### src/rtl/nebula_packetizer.sv
// nebula_packetizer: turns one message of up to MAX_WORDS 32-bit words into a
// single NoC packet. A one-word message becomes one SINGLE flit. Longer
// messages become HEAD, BODY..., TAIL flits, one flit per payload word.
//
// Optional feature: define NEBULA_PACKETIZER_VC_ROTATE_EN to alternate vc_id
// 0,1,0,... per packet. With the macro undefined, every flit uses vc_id 0.
//
// The shared flit format lives in nebula_pkg, which is defined in this file.

package nebula_pkg;

    localparam int NOC_COORD_WIDTH    = 2;
    localparam int PACKET_ID_WIDTH    = 8;
    localparam int VC_ID_WIDTH        = 1;
    localparam int FLIT_PAYLOAD_WIDTH = 32;

    typedef enum logic [1:0] {
        FLIT_TYPE_HEAD   = 2'd0,
        FLIT_TYPE_BODY   = 2'd1,
        FLIT_TYPE_TAIL   = 2'd2,
        FLIT_TYPE_SINGLE = 2'd3
    } flit_type_e;

    typedef struct packed {
        flit_type_e                    flit_type;
        logic [VC_ID_WIDTH-1:0]        vc_id;
        logic [NOC_COORD_WIDTH-1:0]    src_x;
        logic [NOC_COORD_WIDTH-1:0]    src_y;
        logic [NOC_COORD_WIDTH-1:0]    dest_x;
        logic [NOC_COORD_WIDTH-1:0]    dest_y;
        logic [PACKET_ID_WIDTH-1:0]    packet_id;
        logic [FLIT_PAYLOAD_WIDTH-1:0] payload;
    } noc_flit_t;

endpackage

module nebula_packetizer
    import nebula_pkg::*;
#(
    parameter int COORD_WIDTH = 2,
    parameter int SRC_X       = 0,
    parameter int SRC_Y       = 0,
    parameter int MAX_WORDS   = 4
) (
    input  logic                             clk,
    input  logic                             rst,
    input  logic                             msg_valid,
    output logic                             msg_ready,
    input  logic [COORD_WIDTH-1:0]           msg_dest_x,
    input  logic [COORD_WIDTH-1:0]           msg_dest_y,
    input  logic [$clog2(MAX_WORDS):0]       msg_len,
    input  logic [MAX_WORDS*32-1:0]          msg_data,
    output logic [PACKET_ID_WIDTH-1:0]       msg_pkt_id,
    output logic                             msg_err,
    output logic                             flit_out_valid,
    input  logic                             flit_out_ready,
    output noc_flit_t                        flit_out,
    output logic                             busy,
    output logic [15:0]                      pkt_sent_count
);

    localparam int LEN_W = $clog2(MAX_WORDS) + 1;

    localparam logic [0:0] ST_IDLE = 1'b0;
    localparam logic [0:0] ST_SEND = 1'b1;

    // Control state. All of these registers are reset.
    logic [0:0]                 state_q,      state_d;
    logic                       ready_q,      ready_d;
    logic [PACKET_ID_WIDTH-1:0] pid_ctr_q,    pid_ctr_d;
    logic [PACKET_ID_WIDTH-1:0] cur_pid_q,    cur_pid_d;
    logic [PACKET_ID_WIDTH-1:0] msg_pkt_id_q, msg_pkt_id_d;
    logic                       msg_err_q,    msg_err_d;
    logic [LEN_W-1:0]           idx_q,        idx_d;
    logic [15:0]                sent_q,       sent_d;
    logic [VC_ID_WIDTH-1:0]     vc_ctr_q,     vc_ctr_d;
    logic [VC_ID_WIDTH-1:0]     cur_vc_q,     cur_vc_d;

    // Message datapath. It is loaded only on a legal accept.
    logic [COORD_WIDTH-1:0]     dest_x_q;
    logic [COORD_WIDTH-1:0]     dest_y_q;
    logic [LEN_W-1:0]           len_q;
    logic [MAX_WORDS*32-1:0]    data_q;

    logic                       accept;
    logic                       len_legal;
    logic                       load;
    logic                       flit_hs;
    logic                       is_last;
    logic [31:0]                payload;
    flit_type_e                 ftype;

    assign accept    = msg_valid && ready_q;
    assign len_legal = (msg_len != '0) && (msg_len <= LEN_W'(MAX_WORDS));
    assign load      = accept && len_legal;
    assign flit_hs   = (state_q == ST_SEND) && flit_out_ready;
    assign is_last   = ((idx_q + LEN_W'(1)) == len_q);

    // msg_ready has its own register so that it reads 0 while rst is high.
    // It then reads 1 from the first clock edge after rst is released.
    assign msg_ready      = ready_q;
    assign flit_out_valid = (state_q == ST_SEND);
    assign busy           = (state_q == ST_SEND);
    assign msg_pkt_id     = msg_pkt_id_q;
    assign msg_err        = msg_err_q;
    assign pkt_sent_count = sent_q;

    // Next-state logic: accept a message, step through its words, count finished packets.
    always_comb begin
        // NOTE: every _d signal gets a default here, so no path through the
        // case statement can leave one unassigned and infer a latch.
        state_d      = state_q;
        pid_ctr_d    = pid_ctr_q;
        cur_pid_d    = cur_pid_q;
        msg_pkt_id_d = msg_pkt_id_q;
        msg_err_d    = 1'b0;
        idx_d        = idx_q;
        sent_d       = sent_q;
        vc_ctr_d     = vc_ctr_q;
        cur_vc_d     = cur_vc_q;

        case (state_q)
            ST_IDLE: begin
                if (accept) begin
                    if (len_legal) begin
                        state_d      = ST_SEND;
                        idx_d        = '0;
                        cur_pid_d    = pid_ctr_q;
                        msg_pkt_id_d = pid_ctr_q;
                        // Packet id 0 is never issued: after all-ones the counter returns to 1.
                        pid_ctr_d    = (pid_ctr_q == '1) ? PACKET_ID_WIDTH'(1)
                                                         : pid_ctr_q + PACKET_ID_WIDTH'(1);
                        cur_vc_d     = vc_ctr_q;
`ifdef NEBULA_PACKETIZER_VC_ROTATE_EN
                        vc_ctr_d     = vc_ctr_q + VC_ID_WIDTH'(1);
`else
                        vc_ctr_d     = '0;
`endif
                    end else begin
                        msg_err_d = 1'b1;
                    end
                end
            end
            ST_SEND: begin
                if (flit_hs) begin
                    idx_d = idx_q + LEN_W'(1);
                    if (is_last) begin
                        state_d = ST_IDLE;
                        if (sent_q != 16'hFFFF) begin
                            sent_d = sent_q + 16'd1;
                        end
                    end
                end
            end
            default: state_d = ST_IDLE;
        endcase

        ready_d = (state_d == ST_IDLE);
    end

    // Control registers: cleared asynchronously, so a partial packet is dropped at once.
    always_ff @(posedge clk or posedge rst) begin
        // NOTE: sequential state uses non-blocking assignments only, so every
        // flop samples values from before the edge, whatever the statement order.
        if (rst) begin
            state_q      <= ST_IDLE;
            ready_q      <= 1'b0;
            pid_ctr_q    <= PACKET_ID_WIDTH'(1);
            cur_pid_q    <= '0;
            msg_pkt_id_q <= '0;
            msg_err_q    <= 1'b0;
            idx_q        <= '0;
            sent_q       <= '0;
            vc_ctr_q     <= '0;
            cur_vc_q     <= '0;
        end else begin
            state_q      <= state_d;
            ready_q      <= ready_d;
            pid_ctr_q    <= pid_ctr_d;
            cur_pid_q    <= cur_pid_d;
            msg_pkt_id_q <= msg_pkt_id_d;
            msg_err_q    <= msg_err_d;
            idx_q        <= idx_d;
            sent_q       <= sent_d;
            vc_ctr_q     <= vc_ctr_d;
            cur_vc_q     <= cur_vc_d;
        end
    end

    // Message datapath registers: loaded on a legal accept and held for the whole packet.
    always_ff @(posedge clk) begin
        // NOTE: the payload registers are deliberately not reset. They are only
        // read while in SEND, after a load, and flit_out is forced to zero otherwise.
        if (load) begin
            dest_x_q <= msg_dest_x;
            dest_y_q <= msg_dest_y;
            len_q    <= msg_len;
            data_q   <= msg_data;
        end
    end

    // Flit assembly: select the current word and flit type, and drive zero when idle.
    always_comb begin
        payload = '0;
        for (int i = 0; i < MAX_WORDS; i++) begin
            if (idx_q == LEN_W'(i)) begin
                payload = data_q[32*i +: 32];
            end
        end

        if (len_q == LEN_W'(1)) begin
            ftype = FLIT_TYPE_SINGLE;
        end else if (idx_q == '0) begin
            ftype = FLIT_TYPE_HEAD;
        end else if (is_last) begin
            ftype = FLIT_TYPE_TAIL;
        end else begin
            ftype = FLIT_TYPE_BODY;
        end

        flit_out = '0;
        if (state_q == ST_SEND) begin
            flit_out.flit_type = ftype;
            flit_out.vc_id     = cur_vc_q;
            flit_out.src_x     = NOC_COORD_WIDTH'(SRC_X);
            flit_out.src_y     = NOC_COORD_WIDTH'(SRC_Y);
            flit_out.dest_x    = NOC_COORD_WIDTH'(dest_x_q);
            flit_out.dest_y    = NOC_COORD_WIDTH'(dest_y_q);
            flit_out.packet_id = cur_pid_q;
            flit_out.payload   = payload;
        end
    end

endmodule

### config.mk
export PLATFORM = sky130hd
export DESIGN_NAME = nebula_packetizer
export DESIGN_NICKNAME = d
export VERILOG_FILES = /design/src/rtl/nebula_packetizer.sv
export SDC_FILE = /design/constraint.sdc
export NUM_CORES = 1
export LEC_CHECK = 0
export CORE_ASPECT_RATIO = 1.1
export CORE_UTILIZATION = 38
export DETAILED_ROUTE_END_ITERATION = 8
export PLACE_DENSITY = 0.66
export SYNTH_ARGS = -nofsm -noshare
export SYNTH_HDL_FRONTEND = slang
export SYNTH_SLANG_ARGS = --single-unit
### constraint.sdc
create_clock -name clk -period 4.99 [get_ports clk]
set_clock_uncertainty 0.2 [all_clocks]
set_input_delay 0.998 -clock clk [delete_from_list [all_inputs] [get_ports clk]]
set_output_delay 0.998 -clock clk [all_outputs]
set_load 0.005 [all_outputs]
* After elaboration in Yosys (flattened, before gate mapping)
Cells that the tools add are included.
Storage, ports and cells: register bits 173, input bits 139, logic and storage cells 57
Operators by class: add/sub/neg operators 3, $lt $le $gt $ge 1, eq/ne operators 10, muxes and demuxes 21, bitwise operators 2, reductions and logical operators 9
Operator list (count):
- $mux 32 | 4
- $mux 51 | 1
- $add 16x1->16 const B | 1
- $ne 16x16->1 const B | 1
- $mux 3 | 3
- $add 8x1->8 const B | 1
- $eq 8x8->1 const B | 1
- $mux 8 | 1
- $mux 1 | 7
- $eq 3x1->1 const B | 2
- $eq 3x2->1 const B | 2
- $mux 2 | 3
- $pmux 3 s2 | 1
- $reduce_and 3->1 | 2
- $logic_and 1x1->1 | 4
- $ne 2x2->1 const B | 2
- $reduce_and 4->1 | 1
- $add 3x1->3 const B | 1
- $eq 3x3->1 | 1
- $le 3x3->1 const B | 1
- $logic_not 3->1 | 1
- $reduce_bool 3->1 | 1
- $ne 2x1->1 const B | 1
- $not 1->1 | 2
- $pmux 1 s2 | 1

* Logic depth before layout (Yosys ltp)
depth in word-level cells 6, gate-level depth with buffers 8, depth with buffers taken out 6

* Worst setup path before layout
OpenSTA, ideal clock, no wires.
kind input -> register, start input port msg_len[1], end register data_q[0], enable pin, arrival time 4501 ps, required time 4279 ps, setup slack -222 ps, stages 3, path buffers 0, path through o21a_1 -> nor2_1 -> and3_1
Between the ends: longest elaborated chain between the ends 3, elaborated cells between the ends (all ways) 4, those cells by class order compare: 1; reduce/logical: 3
Ends and longest elaborated chain:
- start: declaration | line 51 | input logic [$clog2(MAX_WORDS):0] msg_len,
- $le 3x3->1 / $reduce_bool 3->1 (equally long branches) | line 94 | assign len_legal = (msg_len != '0) && (msg_len <= LEN_W'(MAX_WORDS));
- $logic_and 1x1->1 * | line 94
- $logic_and 1x1->1 * | line 95 | assign load = accept && len_legal;
- via load | line 87 | logic load;
- end signal: assignment | line 198 | data_q <= msg_data;
- end: declaration | line 83 | logic [MAX_WORDS*32-1:0] data_q;
Mark *: on every way through the listed nets, which the timed path passes. The rest lies on a longest branch. A chain may end at the register's enable or synchronous reset.

==> impl_metrics.yaml <==
timing:
  rsz0062_at_grt: "no"
  timing.final.ws_setup_ns: 0.762
  fin_setup_tns_ns: 0
  setup_viol: 0
  maxSlewHeadroom: 0.211
  post-route-period-util: 0.847
  min_period_ns: 4.23
  fmax_mhz: 237
  tightest_slew_ns: 1.18
  hold_viol: 0
  finalMaxSlewViolations: 0
route:
  vias_per_cell: 5.07
  first_pass_iters: 5
  first_iter_violations: 331
  antenna_left: 0
  vias: 5074
  drcViolationCount: 0
  wl_mm: 17.8
  wl_per_cell_um: 17.7
setup_path:
  ff2ff_path_depth: 6
  worstSetupEndpointType: "output pin"
  critPathRequiredTime_ns: 3.79
  timing.rr.end: "pkt_sent_count[6]"
  start_kind: "flop"
  worstSetupPathType: "flop to output pin"
  timing.rr.start: "idx_q[0]"
  path_max_fanout: 55
  startpoint: "idx_q[0]"
  cp.arrival_ns: 3.03
  rrSetupSlack_ns: 2.06
  endpoint: "flit_out[31]"
power:
  power_density_nw_per_um2: 496
  max-vdd-ir-drop_v: 0.000319
  leakage_nw: 3.67
  p_clk_frac: 0.270
  power_frac_comb: 0.351
  p_int_w: 0.00355
  power.share.sequential: 0.379
  switching_share: 0.295
  power.switching_w: 0.00148
clock_tree:
  clock_sinks: 173
  cts_setup_buffers: 0
  holdBufCountCts: 0
  cts_buffers: 17
  cts_tree: "done"
  insertion_delay_ns: 0.42
  clockRootBuffer: "clkbuf_16"
  htree_levels: 4
  path_clk_slew_ns: 0.07
  clockBufferDepth: 2
  ctsResizeCount: 0
synth:
  synth_area_um2: 7150
  synthDistinctLibCells: 39
  yosys-top-cells-area: "edfxtp_1 (57%), dfrtp_1 (13%), and2_1 (3.9%)"
  ys_seq_area_frac: 0.700
  synth.avg_cell_area_um2: 13.3
  yosysTopAreaCellShare: 0.567
  yosysMostFrequentCell: "edfxtp_1"
  syn-instance-count: 536
  synth-seq-cells: 173
  yosys_warnings: 0
  synthArstFlopShare: 0.220
  synthTopCellsByCount: "edfxtp_1 (135), nand2_1 (72), and2_1 (45), dfrtp_1 (37), nor2_1 (36)"
  synth_edf_count: 135
  yosysTopAreaCell: "edfxtp_1"
  synth_ff_type: "edfxtp_1"
floorplan:
  core_um2: 18400
  die_w_um: 133
  rows: 52
  initial_core_util: 0.388
  ioPinCount: 218
  die-area_um2: 19400
  die_y_um: 146
min_path:
  hp-class: "flop to flop"
  hold_depth: 1
grt:
  grt_pass1_vias: 5204
  grt_overflow_total: 0
  grt_max_degree: 65
  grt_pass1_wl_mm: 28.2
  antenna_found_initial: 0
  grt.total_usage: 0.191
layout:
  final_core_util: 0.551
  register_area_um2: 5010
  antennaDiodeCount: 0
  multiInputGateArea_um2: 1990
  drive_above_1_share: 0.0607
  areaGrowthSynthToFinish_pct: 42.0
  fin_nets: 892
  nFillCells: 1492
  final_area_um2: 10100
place:
  gp_congestion: 0.849
  dpl_cell_area_um2: 9540
  dp_hpwl_mm: 12.2
  io_buffers: 212
  place_ws_ns: 1.19
outcome:
  status: "complete, no violations"
run:
  cap_violations: 0
## state kept, by name (all words and copies together) (netlist names)
| register | count |
|---|---|
| pkt_sent_count | 16 |
| data_q | 128 |
| dest_y_q | 2 |
| msg_err | 1 |
| msg_pkt_id | 8 |
| dest_x_q | 2 |
| idx_q | 3 |
| len_q | 3 |
| msg_ready | 1 |
| pid_ctr_q | 8 |
| busy | 1 |
## stage by stage
step / total power [W] / instances / hold slack, ns
2_1_floorplan: 0.00283 / 540 / 0.263
3_3_place_gp: 0.00369 / 970 / 0.288
3_5_place_dp: 0.00372 / 970 / 0.287
4_1_cts: 0.00510 / 1001 / 0.300
5_1_grt: 0.00535 / 1001 / 0.322
6_report: 0.00504 / 1001 / 0.299
## cells in the final DEF (no fill, tap or decap), types with 7 or more instances in the layout
cell,synthesis,layout
clkdlybuf4s50_1,0,212
edfxtp_1,135,135
nand2_1,72,72
and2_1,45,45
dfrtp_1,37,37
nor2_1,36,36
o31ai_1,34,34
a221oi_1,32,32
clkbuf_16,0,17
xor2_1,15,15
nand3_1,10,10
buf_4,6,10
inv_1,8,8
nor3_1,7,7
xnor2_1,7,7
## kinds of logic after synthesis
| kind of cell | synth area share |
|---|---|
| and+or+nand+nor | 0.138 |
| DFF | 0.700 |
| AOI/OAI and AO/OA | 0.0942 |
| buffers and inverters | 0.0264 |
| xor gates and xnor gates | 0.0270 |
| adders and majority gates | 0.0123 |
| other | 0.000525 |
| muxes | 0.00158 |
## power by group through the flow
stage	clock network, W	registers [W]	logic, W
5_1_grt	0.00147	0.00193	0.00194
3_3_place_gp	0	0.00193	0.00176
4_1_cts	0.00139	0.00191	0.00179
2_1_floorplan	0	0.00190	0.000939
3_5_place_dp	0	0.00194	0.00179
6_report	0.00136	0.00191	0.00177
## layout make-up
class	count	share of cell area
Timing Repair Buffer	223	0.218
Clock inverter	11	0.0166
Sequential cell	173	0.493
Tap cell	243	0.0300
Multi-Input combinational cell	323	0.196
Clock buffer	20	0.0430
Inverter	8	0.00296
## critical path, stage by stage, from the launching register on
cell and delay (ns):
dfrtp_1 0.45, ha_1 0.19, ha_2 0.86, buf_4 0.31, nand2_1 0.07, o31ai_1 0.07, and2_1 0.16, clkdlybuf4s50_1 0.49
## layer usage
metal  wire length, µm  track usage  vias to the layer above
met5                 0            0                        -
met2              8560        0.301                      195
met4               277       0.0661                        0
met1              7660        0.251                     2451
li1                  -            -                     2407
met3              1270       0.0582                       21
## worst min-delay path by stage
stage                             startpoint            endpoint
final                     pkt_sent_count[13]  pkt_sent_count[13]
after global placement    pkt_sent_count[13]  pkt_sent_count[13]
after global routing      pkt_sent_count[13]  pkt_sent_count[13]
after detailed placement  pkt_sent_count[13]  pkt_sent_count[13]
after CTS                 pkt_sent_count[13]  pkt_sent_count[13]
after floorplan                 pid_ctr_q[5]       msg_pkt_id[5]
(Power assumes the default switching activity.)
